[src/rtl/sap_clock_ctrl.sv]
// SAP-1 CPU clock-enable generator: single-step, free-running at a selectable rate, and HLT stop.
// Consumes one-cycle debounced button pulses and issues a registered one-cycle clk_en.
`timescale 1ns/1ps

// state | meaning
// ------+----------------------------------------------------------
// STEP  | clk_en only on step_pulse; prescaler held at 0
// RUN   | prescaler free-runs, clk_en every (DIV_BASE >> speed) cycles
// HALT  | CPU executed HLT; no clk_en until clr is asserted
module sap_clock_ctrl #(
    parameter int DIV_BASE  = 3_000_000,
    parameter int DIV_WIDTH = 22
) (
    input  logic       clk,
    input  logic       clr,
    input  logic       step_pulse,
    input  logic       mode_pulse,
    input  logic       hlt,
    input  logic [1:0] speed,
    output logic       clk_en,
    output logic       clk_led,
    output logic       run_mode,
    output logic       halted,
    output logic [7:0] tick_cnt
);

    typedef enum logic [1:0] {
        ST_STEP = 2'd0,
        ST_RUN  = 2'd1,
        ST_HALT = 2'd2
    } state_t;

    localparam logic [DIV_WIDTH-1:0] DIV_BASE_W = DIV_WIDTH'(DIV_BASE);

    state_t               state;
    state_t               state_nxt;
    logic [DIV_WIDTH-1:0] prescaler;
    logic [DIV_WIDTH-1:0] prescaler_nxt;
    logic [DIV_WIDTH-1:0] run_period;
    logic [DIV_WIDTH-1:0] term_cnt;
    logic                 tick;

    // >= rather than == so a speed change to a shorter period still wraps promptly
    assign run_period = DIV_BASE_W >> speed;
    assign term_cnt   = run_period - DIV_WIDTH'(1);

    always_comb begin
        state_nxt     = state;
        prescaler_nxt = '0;
        tick          = 1'b0;
        unique case (state)
            ST_STEP: begin
                if (hlt) begin
                    state_nxt = ST_HALT;
                end else if (mode_pulse) begin
                    state_nxt = ST_RUN;
                end else if (step_pulse) begin
                    tick = 1'b1;
                end
            end
            ST_RUN: begin
                if (hlt) begin
                    state_nxt = ST_HALT;
                end else if (mode_pulse) begin
                    state_nxt = ST_STEP;
                end else if (prescaler >= term_cnt) begin
                    tick = 1'b1;
                end else begin
                    prescaler_nxt = prescaler + DIV_WIDTH'(1);
                end
            end
            ST_HALT: begin
                state_nxt = ST_HALT;
            end
            default: begin
                state_nxt = ST_STEP;
            end
        endcase
    end

    always_ff @(posedge clk) begin
        if (!clr) begin
            state     <= ST_STEP;
            prescaler <= '0;
            clk_en    <= 1'b0;
            clk_led   <= 1'b0;
            run_mode  <= 1'b0;
            halted    <= 1'b0;
            tick_cnt  <= 8'd0;
        end else begin
            state     <= state_nxt;
            prescaler <= prescaler_nxt;
            clk_en    <= tick;
            run_mode  <= (state_nxt == ST_RUN);
            halted    <= (state_nxt == ST_HALT);
            if (tick) begin
                clk_led  <= ~clk_led;
                tick_cnt <= tick_cnt + 8'd1;
            end
        end
    end

endmodule

[config.mk]
export PLATFORM = sky130hd
export DESIGN_NAME = sap_clock_ctrl
export DESIGN_NICKNAME = d
export VERILOG_FILES = /design/src/rtl/sap_clock_ctrl.sv
export SDC_FILE = /design/constraint.sdc
export NUM_CORES = 1
export LEC_CHECK = 0
export ABC_AREA = 1
export CAP_MARGIN = 20
export CORE_MARGIN = 10
export CORE_UTILIZATION = 50
export CTS_CLUSTER_DIAMETER = 120
export CTS_CLUSTER_SIZE = 25
export DETAILED_ROUTE_END_ITERATION = 8
export PLACE_DENSITY = 0.7
export SLEW_MARGIN = 20
export SYNTH_ARGS = -nofsm -noshare
export SYNTH_HDL_FRONTEND = slang
export SYNTH_SLANG_ARGS = --single-unit
[constraint.sdc]
create_clock -name clk -period 2.85 [get_ports clk]
set_input_delay 0.57 -clock clk [delete_from_list [all_inputs] [get_ports clk]]
set_output_delay 0.57 -clock clk [all_outputs]
set_load 0.02 [all_outputs]
Word level (Yosys, flattened, before mapping). Index checks and enable logic that the tools add are counted.

Register bits: 36. Input bits: 7. Output and inout bits: 12. Logic and storage cells: 33.

$add $sub $neg: 3. $lt $le $gt $ge: 1. Equal/unequal tests: 4. Shift-type cells: 1. Muxes and demuxes: 12. Bitwise operators: 3. Reductions and logical operators: 2.

Operators with widths (count): $add A22 B1 Y22 const B (1); $ge A22 B22 Y1 (1); $shr A22 B2 Y22 const A (1); $sub A22 B1 Y22 const B (1); $add A8 B1 Y8 const B (1); $mux W2 (4); $mux W1 (6); $pmux W2 S3 (1); $reduce_or A5 Y1 (1); $eq A2 B1 Y1 const B (2); $eq A2 B2 Y1 const B (2); $not A1 Y1 (3); $logic_not A2 Y1 (1); $pmux W1 S2 (1).

Logic depth before layout (Yosys ltp). Gate-level depths: netlist of the first run.

Depth after elaboration: 7. Gate-level depth with buffers: 19. Depth with buffers taken out: 18.

Worst setup path after synthesis of the first run. No wires, ideal clock.

Path kind: input to register. Start point: input port speed[0]. End point: register tick_cnt[0]. Setup time: 0.113 ns. Data arrival time: 2.525 ns. Required time: 2.737 ns. Setup slack: 0.212 ns. Stages on the path: 17. Buffers on the path: 1. Path through: inv_1 -> ha_1 -> inv_1 -> ha_1 -> xor2_1 -> ha_1 -> nand2_1 -> inv_1 -> o21ai_1 -> nand2_1 -> nor2_1 -> nand3_2 -> nand2_2 -> nand2_1 -> buf_4 -> nor2_1 -> nor2_1.

Longest elaborated chain between the ends: 7.

RTL lines: from (decl) (RTL line 19) `input logic [1:0] speed,`; $shr A22 B2 Y22 (RTL line 44) `assign run_period = DIV_BASE_W >> speed;`; $sub A22 B1 Y22 (RTL line 45) `assign term_cnt = run_period - DIV_WIDTH'(1);`; $ge A22 B22 Y1 (RTL line 66) `end else if (prescaler >= term_cnt) begin`; $mux W1 (RTL line 66); $mux W1 (RTL line 64) `end else if (mode_pulse) begin`; $mux W1 (RTL line 62) `if (hlt) begin`; $pmux W1 S2 (RTL line 51) `unique case (state)`; to (signal assigned) (RTL line 98) `tick_cnt <= tick_cnt + 8'd1;`; to (decl) (RTL line 24) `output logic [7:0] tick_cnt`.

Every way passes these cells. A chain may end at the register's enable or synchronous reset.

Final worst setup path of the first run.
Start point: input port speed[1]. End point: register prescaler[11].

Longest elaborated chain between the ends: 4.

RTL lines: $shr A22 B2 Y22 (RTL line 44); $sub A22 B1 Y22 (RTL line 45); $ge A22 B22 Y1 (RTL line 66); $reduce_or A5 Y1 (no source line); to (signal assigned) (RTL line 92) `prescaler <= prescaler_nxt;`; to (decl) (RTL line 37) `logic [DIV_WIDTH-1:0] prescaler;`.

Every way passes these cells.

==> flow_metrics.env, run 1 <==
export IMPL_vias=1945
export IMPL_grt_max_degree=21
export IMPL_comb_power_share_pct=9.3
export IMPL_synth_area_mm2=0.00224
export IMPL_syn_avg_cell_area_um2=7.53
export IMPL_path_buf_inv=6
export IMPL_sequentialPowerShare_pct=52.3
export IMPL_grt_total_usage_pct=13.0
export IMPL_synthMostInstantiatedCell="nand2_1"
export IMPL_met1_length_um=2190
export IMPL_synth_edf_count=0
export IMPL_slowest_stage="ha_1"
export IMPL_hold_viol_final=0
export IMPL_cp_max_fo=20
export IMPL_internal_power_w=0.000722
export IMPL_critPathCaptureType="register"
export IMPL_first_pass_iters=4
export IMPL_pre_cts_slack_ns=-0.475
export IMPL_tightest_slew_ns=0.407
export IMPL_synth_largest_area_cell="dfxtp_1"
export IMPL_p_per_area_mw_per_mm2=351
export IMPL_htreeDepth=2
export IMPL_timing_final_crit_period_ns=2.67
export IMPL_pin_count=19
export IMPL_synthDistinctLibCells=33
export IMPL_cts_buffers=5
export IMPL_power_w=0.000948
export IMPL_critPathArrivalTime_ns=2.88
export IMPL_fp_dieH_um=87.0
export IMPL_report_final_slew_viol_count=0
export IMPL_maxCapViolCount=0
export IMPL_p_sw_share_pct=23.9
export IMPL_start_kind="input pin"
export IMPL_place_hpwl_um=3630
export IMPL_diodes=0
export IMPL_place_area_mm2=0.00255
export IMPL_routed_wl_um=4670
export IMPL_ir_drop_mv=0.271
export IMPL_cts_tree="built"
export IMPL_setup_viol_count_final=0
export IMPL_drt_iter0_markers=81
export IMPL_route_met3_wl_um=257
export IMPL_ys_warn_count=0
export IMPL_synthTopCellsByCount="58 x nand2_1, 38 x inv_1, 36 x nor2_1"
export IMPL_fp_row_count=24
export IMPL_hold_class="register to register"
export IMPL_grt_pass1_vias=1828
export IMPL_cp_cell_sequence="dlygate4sd2_1 > inv_2 > ha_2 > inv_1 > ha_1 > xor2_1 > ha_1 > nand2_1 > inv_1 > o21ai_1 > nand2_1 > nor2_2 > nand3_2 > nor2_4 > inv_1 > buf_12 > nor3b_2"
export IMPL_worstPathRequired_ns=3.06
export IMPL_netlist_area_leader_share_pct=31.2
export IMPL_coreArea_mm2=0.00435
export IMPL_ys_seq_area_share_pct=31.2
export IMPL_slew_headroom_pct=72.8
export IMPL_min_period_over_period_pct=93.7
export IMPL_synthTopCellsByArea="dfxtp_1 31%, ha_1 17%, nand2_1 9.7%"
export IMPL_critPathKind="input pin to register"
export IMPL_leakagePower_nw=1.17
export IMPL_final_cells=382
export IMPL_clock_fmax_mhz=374
export IMPL_antenna_found_initial=0
export IMPL_ys_ff_latch=35
export IMPL_min_from="prescaler[0]"
export IMPL_drive_gt1_share_pct=14.8
export IMPL_port_buffer_count=18
export IMPL_pwr_share_clk_pct=38.3
export IMPL_startpoint="speed[1]"
export IMPL_grt_pass1_wl_um=8070
export IMPL_async_reset_ff_share_pct=0
export IMPL_finalInstanceArea_mm2=0.00270
export IMPL_cpPeakStageDelay_ns=0.31
export IMPL_status="finished, final reports clean"
export IMPL_finalSetupTns_ns=0
export IMPL_cts_path_max_buffers=2
export IMPL_syn_num_nets=335
export IMPL_synth_cells=298
export IMPL_gp_congestion=0.819
export IMPL_die_x_um=87.0
export IMPL_post_drt_wl_per_cell_um=12.2
export IMPL_final_antenna_net_count=0
export IMPL_syn_to_final_growth_pct=20.3
export IMPL_drc=0
export IMPL_cts_hold_buf=0
export IMPL_grt_overflow=0
export IMPL_dr_max_layer_used="met4"
export IMPL_drt_vias_per_instance=5.09
export IMPL_rr_startpoint="prescaler[9]"
export IMPL_setup_ws_ns=0.179
export IMPL_skew_ns=0.00967
export IMPL_clk_latency_ns=0.29
export IMPL_clock_sinks=35
export IMPL_dr_wl_met2_um=2170
export IMPL_crit_family="buffers and inverters"
export IMPL_crit_top_cell="inv_1"
export IMPL_synth_ff_type="dfxtp_1"
export IMPL_layout_nets=367
export IMPL_start_util_pct=51.5
export IMPL_path_clk_slew_ns=0.07
export IMPL_dp_cells=374
export IMPL_cts_root_buffer="clkbuf_8"
export IMPL_die_area_mm2=0.00757
export IMPL_p_sw_w=0.000226
==> sequential cells by signal (all words and copies together) (netlist names) <==
signal,count
run_mode,1
state,1
clk_led,1
clk_en,1
prescaler,22
halted,1
tick_cnt,8
==> metal layers <==
| metal | track usage, % | up-vias |
|---|---|---|
| met2 | 20.5 | 28 |
| met3 | 4.40 | 7 |
| met1 | 15.3 | 879 |
| li1 | - | 1031 |
| met5 | 0 | - |
| met4 | 6.19 | 0 |
==> final timing paths <==
path,endpoint,slack [ns],cells past startpoint
worst max-delay path,prescaler[11],0.18,17
worst min register to register,prescaler[0],0.45,1
worst max register to register,prescaler[11],0.93,13
worst min-delay path,prescaler[0],0.45,1
==> cells in the final DEF, fill, tap and decap left out, types with 4 or more instances in the layout <==
cell type | Yosys | final
nand2_1 | 58 | 57
inv_1 | 38 | 36
nor2_1 | 36 | 35
dfxtp_1 | 35 | 35
ha_1 | 30 | 28
nand3_1 | 19 | 19
a21oi_1 | 19 | 17
clkdlybuf4s50_1 | 0 | 16
xor2_1 | 13 | 13
buf_4 | 1 | 10
nor3_1 | 8 | 6
clkbuf_8 | 0 | 6
nand4_1 | 5 | 5
nand3_2 | 4 | 4
nor3b_2 | 1 | 4
==> repair_timing <==
action | CTS | global route
resized for setup | 5 | 11
endpoints found under the setup margin | 29 | 31
pin swaps | 4 | 3
buffers inserted | 0 | 1
==> worst register-to-register path: cells and delay by family (launching register included) <==
| kind | cells | cell delay [ns] |
|---|---|---|
| buffers and inverters | 3 | 0.27 |
| AND/OR/NAND/NOR | 9 | 0.77 |
| flip-flops | 1 | 0.49 |
| adder cells (fa/ha/maj) | 1 | 0.31 |
==> stage by stage <==
step	hold WS (ns)	utilization (%)
4_1_cts	0.456	61.0
5_1_grt	0.493	62.0
6_report	0.452	62.0
3_3_place_gp	0.431	58.7
2_1_floorplan	0.418	-
3_5_place_dp	0.440	58.7
==> power groups by stage <==
stage	Clock [W]	Combinational [W]	Sequential, W
final	0.000363	0.0000884	0.000496
after global routing	0.000397	0.0000997	0.000496
after CTS	0.000374	0.0000882	0.000496
after detailed placement	0	0.0000871	0.000507
after global placement	0	0.0000848	0.000507
after floorplan	0	0.0000455	0.000511
==> cell families (layout without fill, tap and decap cells) <==
logic type | Yosys count | count (layout) | share of synthesized area, %
compound gates | 31 | 31 | 7.86
xor+xnor | 14 | 14 | 5.47
fa+ha+maj | 30 | 30 | 16.7
buf+inv | 42 | 74 | 7.31
flops | 35 | 35 | 31.2
simple gates | 146 | 146 | 31.4
==> cell type report <==
class                      count  area, um^2
clock buffer                   6        82.6
clock inverter                 1        5.00
fill                         420        1660
inverter                      38         143
multi-input combinational    221        1430
sequential                    35         701
tap                           52        65.1
timing repair buffer          29         277
(Power assumes the default switching activity.)
==> run 2, diff against run 1 <==
Settings changed: GPL_ROUTABILITY_DRIVEN set to 0, HOLD_SLACK_MARGIN set to 0.15.
==> results of run 2 <==
No change in the layout: final DEF, timing and power equal those of run 1.
==> run 3, diff against run 2 <==
Settings changed: GPL_ROUTABILITY_DRIVEN 0 to not set.
==> results of run 3 <==
No change in the layout: final DEF, timing and power equal those of run 1.
